<file path="src/rtl/seq_mult_4x4.sv">
// Sequential 4x4 unsigned shift-and-add multiplier with a start/busy/done handshake.
// One ripple-carry add per iteration; the 8-bit product is ready four cycles after start is accepted.
module seq_mult_4x4 (
    input  logic       clk,
    input  logic       rst,
    input  logic       start,
    input  logic [3:0] a,
    input  logic [3:0] b,
    output logic       busy,
    output logic       done,
    output logic [7:0] product
);

    typedef enum logic [1:0] {
        IDLE = 2'b00,
        CALC = 2'b01,
        DONE = 2'b10
    } state_t;

    state_t     state;
    logic [3:0] acc;
    logic [3:0] m;
    logic [3:0] q;
    logic [1:0] cnt;

    logic [3:0] addend;
    logic [3:0] sum;
    logic       cout;
    logic       carry;

    // Ripple-carry adder: acc plus the multiplicand when the current multiplier bit is set
    always_comb begin
        addend = q[0] ? m : 4'h0;
        sum    = 4'h0;
        carry  = 1'b0;
        for (int i = 0; i < 4; i++) begin
            sum[i] = acc[i] ^ addend[i] ^ carry;
            carry  = (acc[i] & addend[i]) | (carry & (acc[i] ^ addend[i]));
        end
        cout = carry;
    end

    always_ff @(posedge clk) begin
        if (rst) begin
            state   <= IDLE;
            busy    <= 1'b0;
            done    <= 1'b0;
            product <= 8'h00;
            acc     <= 4'h0;
            m       <= 4'h0;
            q       <= 4'h0;
            cnt     <= 2'd0;
        end else begin
            case (state)
                IDLE, DONE: begin
                    done <= 1'b0;
                    if (start) begin
                        acc   <= 4'h0;
                        m     <= a;
                        q     <= b;
                        cnt   <= 2'd0;
                        busy  <= 1'b1;
                        state <= CALC;
                    end else begin
                        busy  <= 1'b0;
                        state <= IDLE;
                    end
                end
                CALC: begin
                    // The carry-out becomes the top bit of acc after the 9-bit right shift
                    {acc, q} <= {cout, sum, q[3:1]};
                    cnt      <= cnt + 2'd1;
                    if (cnt == 2'd3) begin
                        product <= {cout, sum, q[3:1]};
                        busy    <= 1'b0;
                        done    <= 1'b1;
                        state   <= DONE;
                    end
                end
                default: begin
                    busy  <= 1'b0;
                    done  <= 1'b0;
                    state <= IDLE;
                end
            endcase
        end
    end

endmodule

</file>
<file path="config.mk">
export PLATFORM = sky130hd
export DESIGN_NAME = seq_mult_4x4
export DESIGN_NICKNAME = d
export VERILOG_FILES = /design/src/rtl/seq_mult_4x4.sv
export SDC_FILE = /design/constraint.sdc
export NUM_CORES = 1
export LEC_CHECK = 0
export BUFFER_PORTS_ARGS = -buffer_cell sky130_fd_sc_hd__clkbuf_2
export CAP_MARGIN = 20
export CORE_UTILIZATION = 48
export DETAILED_ROUTE_END_ITERATION = 10
export GPL_ROUTABILITY_DRIVEN = 0
export PLACE_DENSITY = 0.78
export SETUP_SLACK_MARGIN = 0.1
export SLEW_MARGIN = 20
export SYNTH_ARGS = -nofsm -noshare
export SYNTH_HDL_FRONTEND = slang
export SYNTH_SLANG_ARGS = --single-unit
</file>
<file path="constraint.sdc">
create_clock -name clk -period 2.2 [get_ports clk]
set_input_delay 0.11 -clock clk [delete_from_list [all_inputs] [get_ports clk]]
set_output_delay 0.11 -clock clk [all_outputs]
set_load 0.1 [all_outputs]
</file>
# After elaboration in Yosys (flattened, before gate mapping)
# Index checks and enable logic that the tools add are counted.
dict set report totals {
  reg_bits 26
  output_inout_bits 10
}
dict set report classes {
  add_sub_neg 1
  bitwise_logic 18
  n_eq_ne 5
  reduce_logical 7
  mux 13
}
# op n
set op_table {}
lappend op_table {{$pmux W4 S2} 2}
lappend op_table {{$mux W4} 3}
lappend op_table {{$pmux W2 S2} 2}
lappend op_table {{$and A1 B1 Y1} 7}
lappend op_table {{$xor A1 B1 Y1} 7}
lappend op_table {{$reduce_and A2 Y1} 3}
lappend op_table {{$eq A2 B2 Y1 const B} 2}
lappend op_table {{$mux W2} 2}
lappend op_table {{$ne A2 B2 Y1 const B} 2}
lappend op_table {{$reduce_or A2 Y1} 2}
lappend op_table {{$mux W1} 3}
lappend op_table {{$or A1 B1 Y1} 3}
lappend op_table {{$add A2 B1 Y2 const B} 1}
lappend op_table {{$eq A2 B1 Y1 const B} 1}
lappend op_table {{$logic_not A2 Y1} 1}
lappend op_table {{$pmux W1 S2} 1}
lappend op_table {{$reduce_bool A2 Y1} 1}
lappend op_table {{$not A1 Y1} 1}

# Depth between registers and ports, before layout
# Gate-level depths: netlist of the first run.
dict set report depth {
  word_depth 9
  depth_mapped 10
  mapped_depth_nobuf 10
}

# Worst setup path after synthesis of the first run
# OpenSTA, ideal clock, no wires.
dict set report synth_path {
  kind {flip-flop to flip-flop}
  start {register q[0]}
  end {register acc[2]}
  setup_ns 0.132
  required_ns 2.068
  period_less_slack_ns 2.003
  path_stages_with_launch 11
  path_slack_ns 0.197
  arrival_ns 1.871
  path_buffers 0
  path_cell_list {dfxtp_1 -> and2_1 -> ha_1 -> inv_1 -> fa_1 -> inv_1 -> fa_1 -> inv_1 -> fa_1 -> nand2b_1 -> a21oi_1}
}
dict set report synth_between {
  elab_chain_len 8
  word_cells_on_any_way 13
}
# item line
set synth_rtl {}
lappend synth_rtl {{start, declared} 23} ;# logic [3:0] q;
lappend synth_rtl {{start signal, assigned} 71} ;# {acc, q} <= {cout, sum, q[3:1]};
lappend synth_rtl {{$mux W4 *} 33} ;# addend = q[0] ? m : 4'h0;
lappend synth_rtl {{$and A1 B1 Y1 or $xor A1 B1 Y1 (tied branches)} 38} ;# carry = (acc[i] & addend[i]) | (carry & (acc[i] ^ addend[i]));
lappend synth_rtl {{$and A1 B1 Y1} 38}
lappend synth_rtl {{$or A1 B1 Y1} 38}
lappend synth_rtl {{$and A1 B1 Y1} 38}
lappend synth_rtl {{$or A1 B1 Y1} 38}
lappend synth_rtl {{$xor A1 B1 Y1 *} 37} ;# sum[i] = acc[i] ^ addend[i] ^ carry;
lappend synth_rtl {{$pmux W4 S2 *} 54} ;# case (state)
lappend synth_rtl {{end signal, assigned} 71}
lappend synth_rtl {{end, declared} 21} ;# logic [3:0] acc;
# Every way passes the cells marked *; elsewhere a longest branch is shown, timed or not.
# A chain may end at the register's enable or synchronous reset.

# Worst setup path after layout of the first run
dict set report layout_path {
  start {register m[0]}
  end {register product[6]}
}
dict set report layout_between {
  elab_chain_len 7
}
# item line
set layout_rtl {}
lappend layout_rtl {{start, declared} 22} ;# logic [3:0] m;
lappend layout_rtl {{start signal, assigned} 50} ;# m <= 4'h0;
lappend layout_rtl {{start signal, assigned} 59} ;# m <= a;
lappend layout_rtl {{$mux W4} 33}
lappend layout_rtl {{$and A1 B1 Y1 (2 in series)} 38}
lappend layout_rtl {{$or A1 B1 Y1} 38}
lappend layout_rtl {{$and A1 B1 Y1} 38}
lappend layout_rtl {{$or A1 B1 Y1} 38}
lappend layout_rtl {{$xor A1 B1 Y1} 37}
lappend layout_rtl {{end signal, assigned} 74} ;# product <= {cout, sum, q[3:1]};
lappend layout_rtl {{end, declared} 11} ;# output logic [7:0] product
# No other way between the ends.

==> impl_metrics.ini, run 1 <==
[power_and_ir_drop]
p_leak_nw = 0.504
power_density_nw_per_um2 = 699
peakVddDrop_mv = 0.472
p_total_uw = 922

[sta]
drv_slew = 0
finalCritPeriodShare_pct = 96.3
finalClockSkew_ns = 0.00114
hold_violations = 0
final.setup.tns_ns = 0
clock.fmax_ghz = 0.472
fin_crit_ns = 2.12
rsz0062_at_grt = true
holdWs_ns = 0.00658
setup_viol = 0
max_slew_margin_pct = 48.9
max_slew.worst_pin.slew_ns = 0.765

[place]
placed_cell_area_sq_um = 1200
io_buffers = 20
dp.final_hpwl_um = 1460

[outcome]
status = complete, no violations

[synthesis]
synthSimpleGateAreaFrac_pct = 22.8
synth_compound_gate_area_share_pct = 11.4
synthMuxAreaShare_pct = 4.48
yosys-top-cells-count = 26 x dfxtp_1, 14 x nand2_1, 11 x a21oi_1
synth_nets = 136
synthAdderAreaFrac_pct = 7.62
yosysMostFrequentCell = dfxtp_1
synth-main-ff-cell = dfxtp_1
synth_top_area_share_pct = 46.6
yosysSeqAreaShare_pct = 46.6
synth_area_per_cell_sq_um = 9.30
synth-seq-cells = 26
yosys_warnings = 0
synthArstFlopShare_pct = 0
yosysUniqueCellTypes = 26
synth_edf_count = 0
synth_xor_area_share_pct = 0
synth_area_leaders = dfxtp_1 47%, fa_1 5.4%, a21oi_1 4.9%, nand2_1 4.7%, mux2i_1 4.5%
yosysTopAreaCell = dfxtp_1
syn_area_sq_um = 1120
synth_top_family_by_area = simple AND/OR/NAND/NOR gates
synthCells = 120

[setup_path]
critical_path.max_fanout = 2
critPathLaunchType = flop
cpPeakStageDelay_ns = 0.42
slowest_stage = fa_1
arrival_ns = 2.36
path_cells = and2_4 -> ha_4 -> inv_2 -> fa_2 -> inv_2 -> fa_2 -> inv_2 -> fa_1 -> buf_4 -> a211oi_2
critPathKind = flop to flop
end_kind = flop
cp.required_ns = 2.44
critPathMostFrequentCell = inv_2

[route]
drt-initial-drc-count = 8
ant_nets = 0
wl_um = 2160
avgViaCountPerCell = 5.27
route.detailed.drc = 0
firstDrtPassIters = 4
num_vias = 891
routedWlPerCell_um = 12.8

[finish]
drive_gt1_share_pct = 30.5
antenna_cells = 0
synthToLayoutAreaGrowth_pct = 18.2
fin_area_sq_um = 1320
final_core_util_pct = 59.6
final_nets = 158

[run]
drv_cap = 0

[clocking]
cts_tree = built
cts_buffer_depth = 2
path_clk_slew_ns = 0.14
clkLatencyLatePin_ns = 0.31
htreeDepth = 1
cts.root.buffer_cell = clkbuf_4
clock-sinks = 26
numCtsBuffers = 3

[global_routing]
overflow = 0
grt_use_total_pct = 18.6
grt_pass1_wl_um = 3500
antenna_found_initial = 0
grt_pass1_vias = 814
grt_max_degree = 27

[die]
core_area_sq_um = 2210
die_h_um = 50.2
die_x_um = 50.2
io_pins = 21
design.die.area_sq_um = 2520
row_count = 17
start_util_pct = 50.5

[hold_path]
hold_path_class = input port to flop
## what timing repair did
item / CTS / global route
setup buffers: 1 / 1
gates resized for setup: 1 / 9
pin swaps: 0 / 4
hold endpoints to repair: 2 / 1
hold buffers: 2 / 1
endpoints found under the setup margin: 2 / 2
## metrics by stage
stage,instances,worst slack [ns]
floorplan,120,0.197
global placement,160,0.134
detailed placement,160,0.0614
CTS,167,0.0700
global route,169,0.00993
finish,169,0.0807
## flip-flops by register name, summed over array words and instances, names as in the netlist
name,cells
acc,4
busy,1
q,4
done,1
cnt,2
product,8
m,4
state,2
## kinds of logic after synthesis
kind of cell,after synthesis
compound gates,19
fa+ha+maj,5
buf+inv,14
flops,26
mux,5
simple gates,51
## area by class of cell
cell class,instances,area [sq um]
Multi-Input combinational cell,80,537
Tap cell,28,35.0
Inverter,5,18.8
Clock inverter,1,30.0
Clock buffer,3,22.5
Sequential cell,26,523
Timing Repair Buffer,26,153
Fill cell,213,893
## placed cells by master (no fill, tap or decap)
cell,count
o21a_1,1
ha_1,1
fa_1,1
a311oi_1,1
nor2_2,3
inv_1,2
and2_4,1
ha_4,1
nor3b_1,1
and3b_2,1
nor3_1,7
dlygate4sd3_1,3
dfxtp_1,24
nor2_1,8
nor2b_1,2
fa_2,2
a211oi_2,3
clkbuf_4,3
and2_1,1
inv_2,3
mux2i_1,5
buf_4,3
a21oi_1,11
nand3_1,6
o22ai_1,3
nand3b_1,1
clkbuf_2,20
nand2_1,14
dfxtp_2,2
nand2b_1,6
bufinv_16,1
## routing by layer
layer	global-route usage [%]	part of all wire, %	vias to the layer above
met5	0	0	-
met4	5.71	0.88	0
met3	3.64	3.3	4
met2	33.6	52	17
met1	21.7	43	427
li1	-	-	443
## report_power, final
part / internal [mW] / leakage, nW / switching, mW / total [mW]
Combinational: 0.0377 / 0.264 / 0.0622 / 0.0998
Sequential: 0.489 / 0.212 / 0.0114 / 0.501
Clock: 0.184 / 0.0279 / 0.137 / 0.321
## worst paths after layout
kind / startpoint / end / slack (ns) / cells after the start
worst max-delay path: m[0] / product[6] / 0.08 / 10
worst min-delay path: a[2] / m[2] / 0.007 / 3
worst max register to register: m[0] / product[6] / 0.08 / 10
worst min register to register: m[2] / m[2] / 0.47 / 2
## critical path: cells and delay by family (launching register included)
family | cells | cell delay, ns
AND/OR/NAND/NOR | 1 | 0.15
adder cells (fa/ha/maj) | 4 | 1.09
flip-flops | 1 | 0.34
AO/OA/AOI/OAI | 1 | 0.16
buffers and inverters | 4 | 0.30
No activity file was read; power rests on OpenSTA's default activity.
==> run 2, diff against run 1 <==
--- a/config.mk
+++ b/config.mk
@@ -9,4 +9,5 @@
 export CAP_MARGIN = 20
 export CORE_UTILIZATION = 48
+export CTS_CLUSTER_SIZE = 20
 export DETAILED_ROUTE_END_ITERATION = 10
 export GPL_ROUTABILITY_DRIVEN = 0
==> constraint.sdc (replaced) <==
create_clock -name clk -period 2.2 [get_ports clk]
set_input_delay 0.22 -clock clk [delete_from_list [all_inputs] [get_ports clk]]
set_output_delay 0.22 -clock clk [all_outputs]
set_load 0.1 [all_outputs]
==> run 2 against run 1 <==
  * Register-to-register slack barely moved
  * Global-route usage fell by 0.13 points
  * Sequential share of layout area rose by 0.92 points
  * Flip-flop and latch count did not move
  * Critical endpoint unchanged
  * Clock power barely moved
  * Critical path depth did not move
  * Die area did not move
  * Sequential power barely moved
  * Maximum frequency barely moved
  * Total power fell by 0.47%
  * Highest routed layer unchanged
==> impl_metrics.ini, run 2 (same netlist as run 1, synthesis figures left out) <==
[sta]
setup_viol = 0
max_slew_margin_pct = 49.2
holdWs_ns = 0.106
max_slew.worst_pin.slew_ns = 0.761
finalClockSkew_ns = 0.00107
rsz0062_at_grt = true
finalCritPeriodShare_pct = 96.3
clock.fmax_ghz = 0.472
drv_slew = 0
hold_violations = 0
final.setup.tns_ns = 0
final.setup.worst_slack_ns = 0.0807
fin_crit_ns = 2.12

[clocking]
htreeDepth = 1
numCtsBuffers = 3
path_clk_slew_ns = 0.13
clock-sinks = 26
clkLatencyLatePin_ns = 0.31
cts_tree = built
cts.root.buffer_cell = clkbuf_4
cts_buffer_depth = 2

[power_and_ir_drop]
p_comb_share_pct = 10.4
power.share.sequential_pct = 54.6
pwr-share-clk_pct = 35.0
p_sw_share_pct = 22.9
power.switching_uw = 210
peakVddDrop_mv = 0.471
p_total_uw = 917
p_int_uw = 708
p_leak_nw = 0.491
power_density_nw_per_um2 = 712

[die]
die_h_um = 50.2
die_x_um = 50.2
core_area_sq_um = 2210
design.die.area_sq_um = 2520
row_count = 17
start_util_pct = 50.5
io_pins = 21

[finish]
final_nets = 155
fill_cells = 216
largest_reg_flops = 8
layout_common_cells = 24 x dfxtp_1, 20 x clkbuf_2, 14 x nand2_1
drive_gt1_share_pct = 31.2
mostFrequentLayoutCell = dfxtp_1
multiInputGateArea_sq_um = 537
fin_area_sq_um = 1290
regMostFlops = product
fin_cells = 166
final_core_util_pct = 58.3
antenna_cells = 0
synthToLayoutAreaGrowth_pct = 15.5
final-seq-area_sq_um = 523

[global_routing]
grt_use_total_pct = 18.4
grt_pass1_wl_um = 3470
grt_max_degree = 27
overflow = 0
grt_pass1_vias = 807
antenna_found_initial = 0

[setup_path]
critPathLaunchType = flop
slowest_stage = fa_1
critPathKind = flop to flop
critPathMostFrequentCell = inv_2
cp.required_ns = 2.44
end_kind = flop
arrival_ns = 2.36
path_cells = and2_4 -> ha_4 -> inv_2 -> fa_2 -> inv_2 -> fa_2 -> inv_2 -> fa_1 -> buf_4 -> a211oi_2
critical_path.max_fanout = 2
cpPeakStageDelay_ns = 0.42

[run]
drv_cap = 0

[route]
wl_met2_um = 1120
wl_met1_um = 935
wl_met3_um = 67
route.detailed.drc = 0
highest_layer = met4
firstDrtPassIters = 4
drt-initial-drc-count = 8
wl_um = 2140
num_vias = 876
ant_nets = 0
avgViaCountPerCell = 5.28
routedWlPerCell_um = 12.9

[place]
io_buffers = 20
placed_cell_area_sq_um = 1200
dpl.cell_count = 160
dp.final_hpwl_um = 1460
place_ws_ns = 0.0614

[outcome]
status = complete, no violations

[hold_path]
hold_path_class = input port to flop
## run 2: changes by cell type in the layout (fill, tap and decap cells not counted), sizes merged
cell / delta
dlygate4sd3: -3
## run 2: layout make-up
type,count,area share [%]
inverters,5,1.46
repair buffers,23,9.51
clock inverters,1,2.33
clock buffers,3,1.75
flip-flops and latches,26,40.6
multi-input cells,80,41.7
well taps,28,2.72
## run 2: metal layers
metal	global-route usage, %	vias up
met1	21.6	419
met4	5.71	0
met2	33.3	15
met3	3.64	4
met5	0	-
li1	-	438
## run 2: what timing repair did
action	4_1_cts	5_1_grt
hold buffers	0	0
setup buffers	1	1
resized for setup	1	9
endpoints found under the setup margin	2	2
hold endpoints to repair	0	0
pin swaps	0	4
## run 2: power by group through the flow
stage	sequential [mW]	combinational (mW)	clock (mW)
finish	0.501	0.0957	0.321
global route	0.503	0.105	0.347
CTS	0.500	0.0936	0.328
detailed placement	0.511	0.0891	0
global placement	0.510	0.0871	0
floorplan	0.519	0.0630	0
## run 2: worst paths after layout
check        slack, ns    endpoint  startpoint  cells past startpoint
max               0.08  product[6]        m[0]                     10
min               0.11        m[0]        a[0]                      3
max reg2reg       0.08  product[6]        m[0]                     10
min reg2reg       0.46        m[2]        m[2]                      2
## run 2: critical path, delay by kind of cell, from the launching register on
kind	cells	cell delay [ns]
DFF	1	0.34
adders and majority gates	4	1.09
and+or+nand+nor	1	0.15
buffers and inverters	4	0.30
AOI/OAI and AO/OA	1	0.16
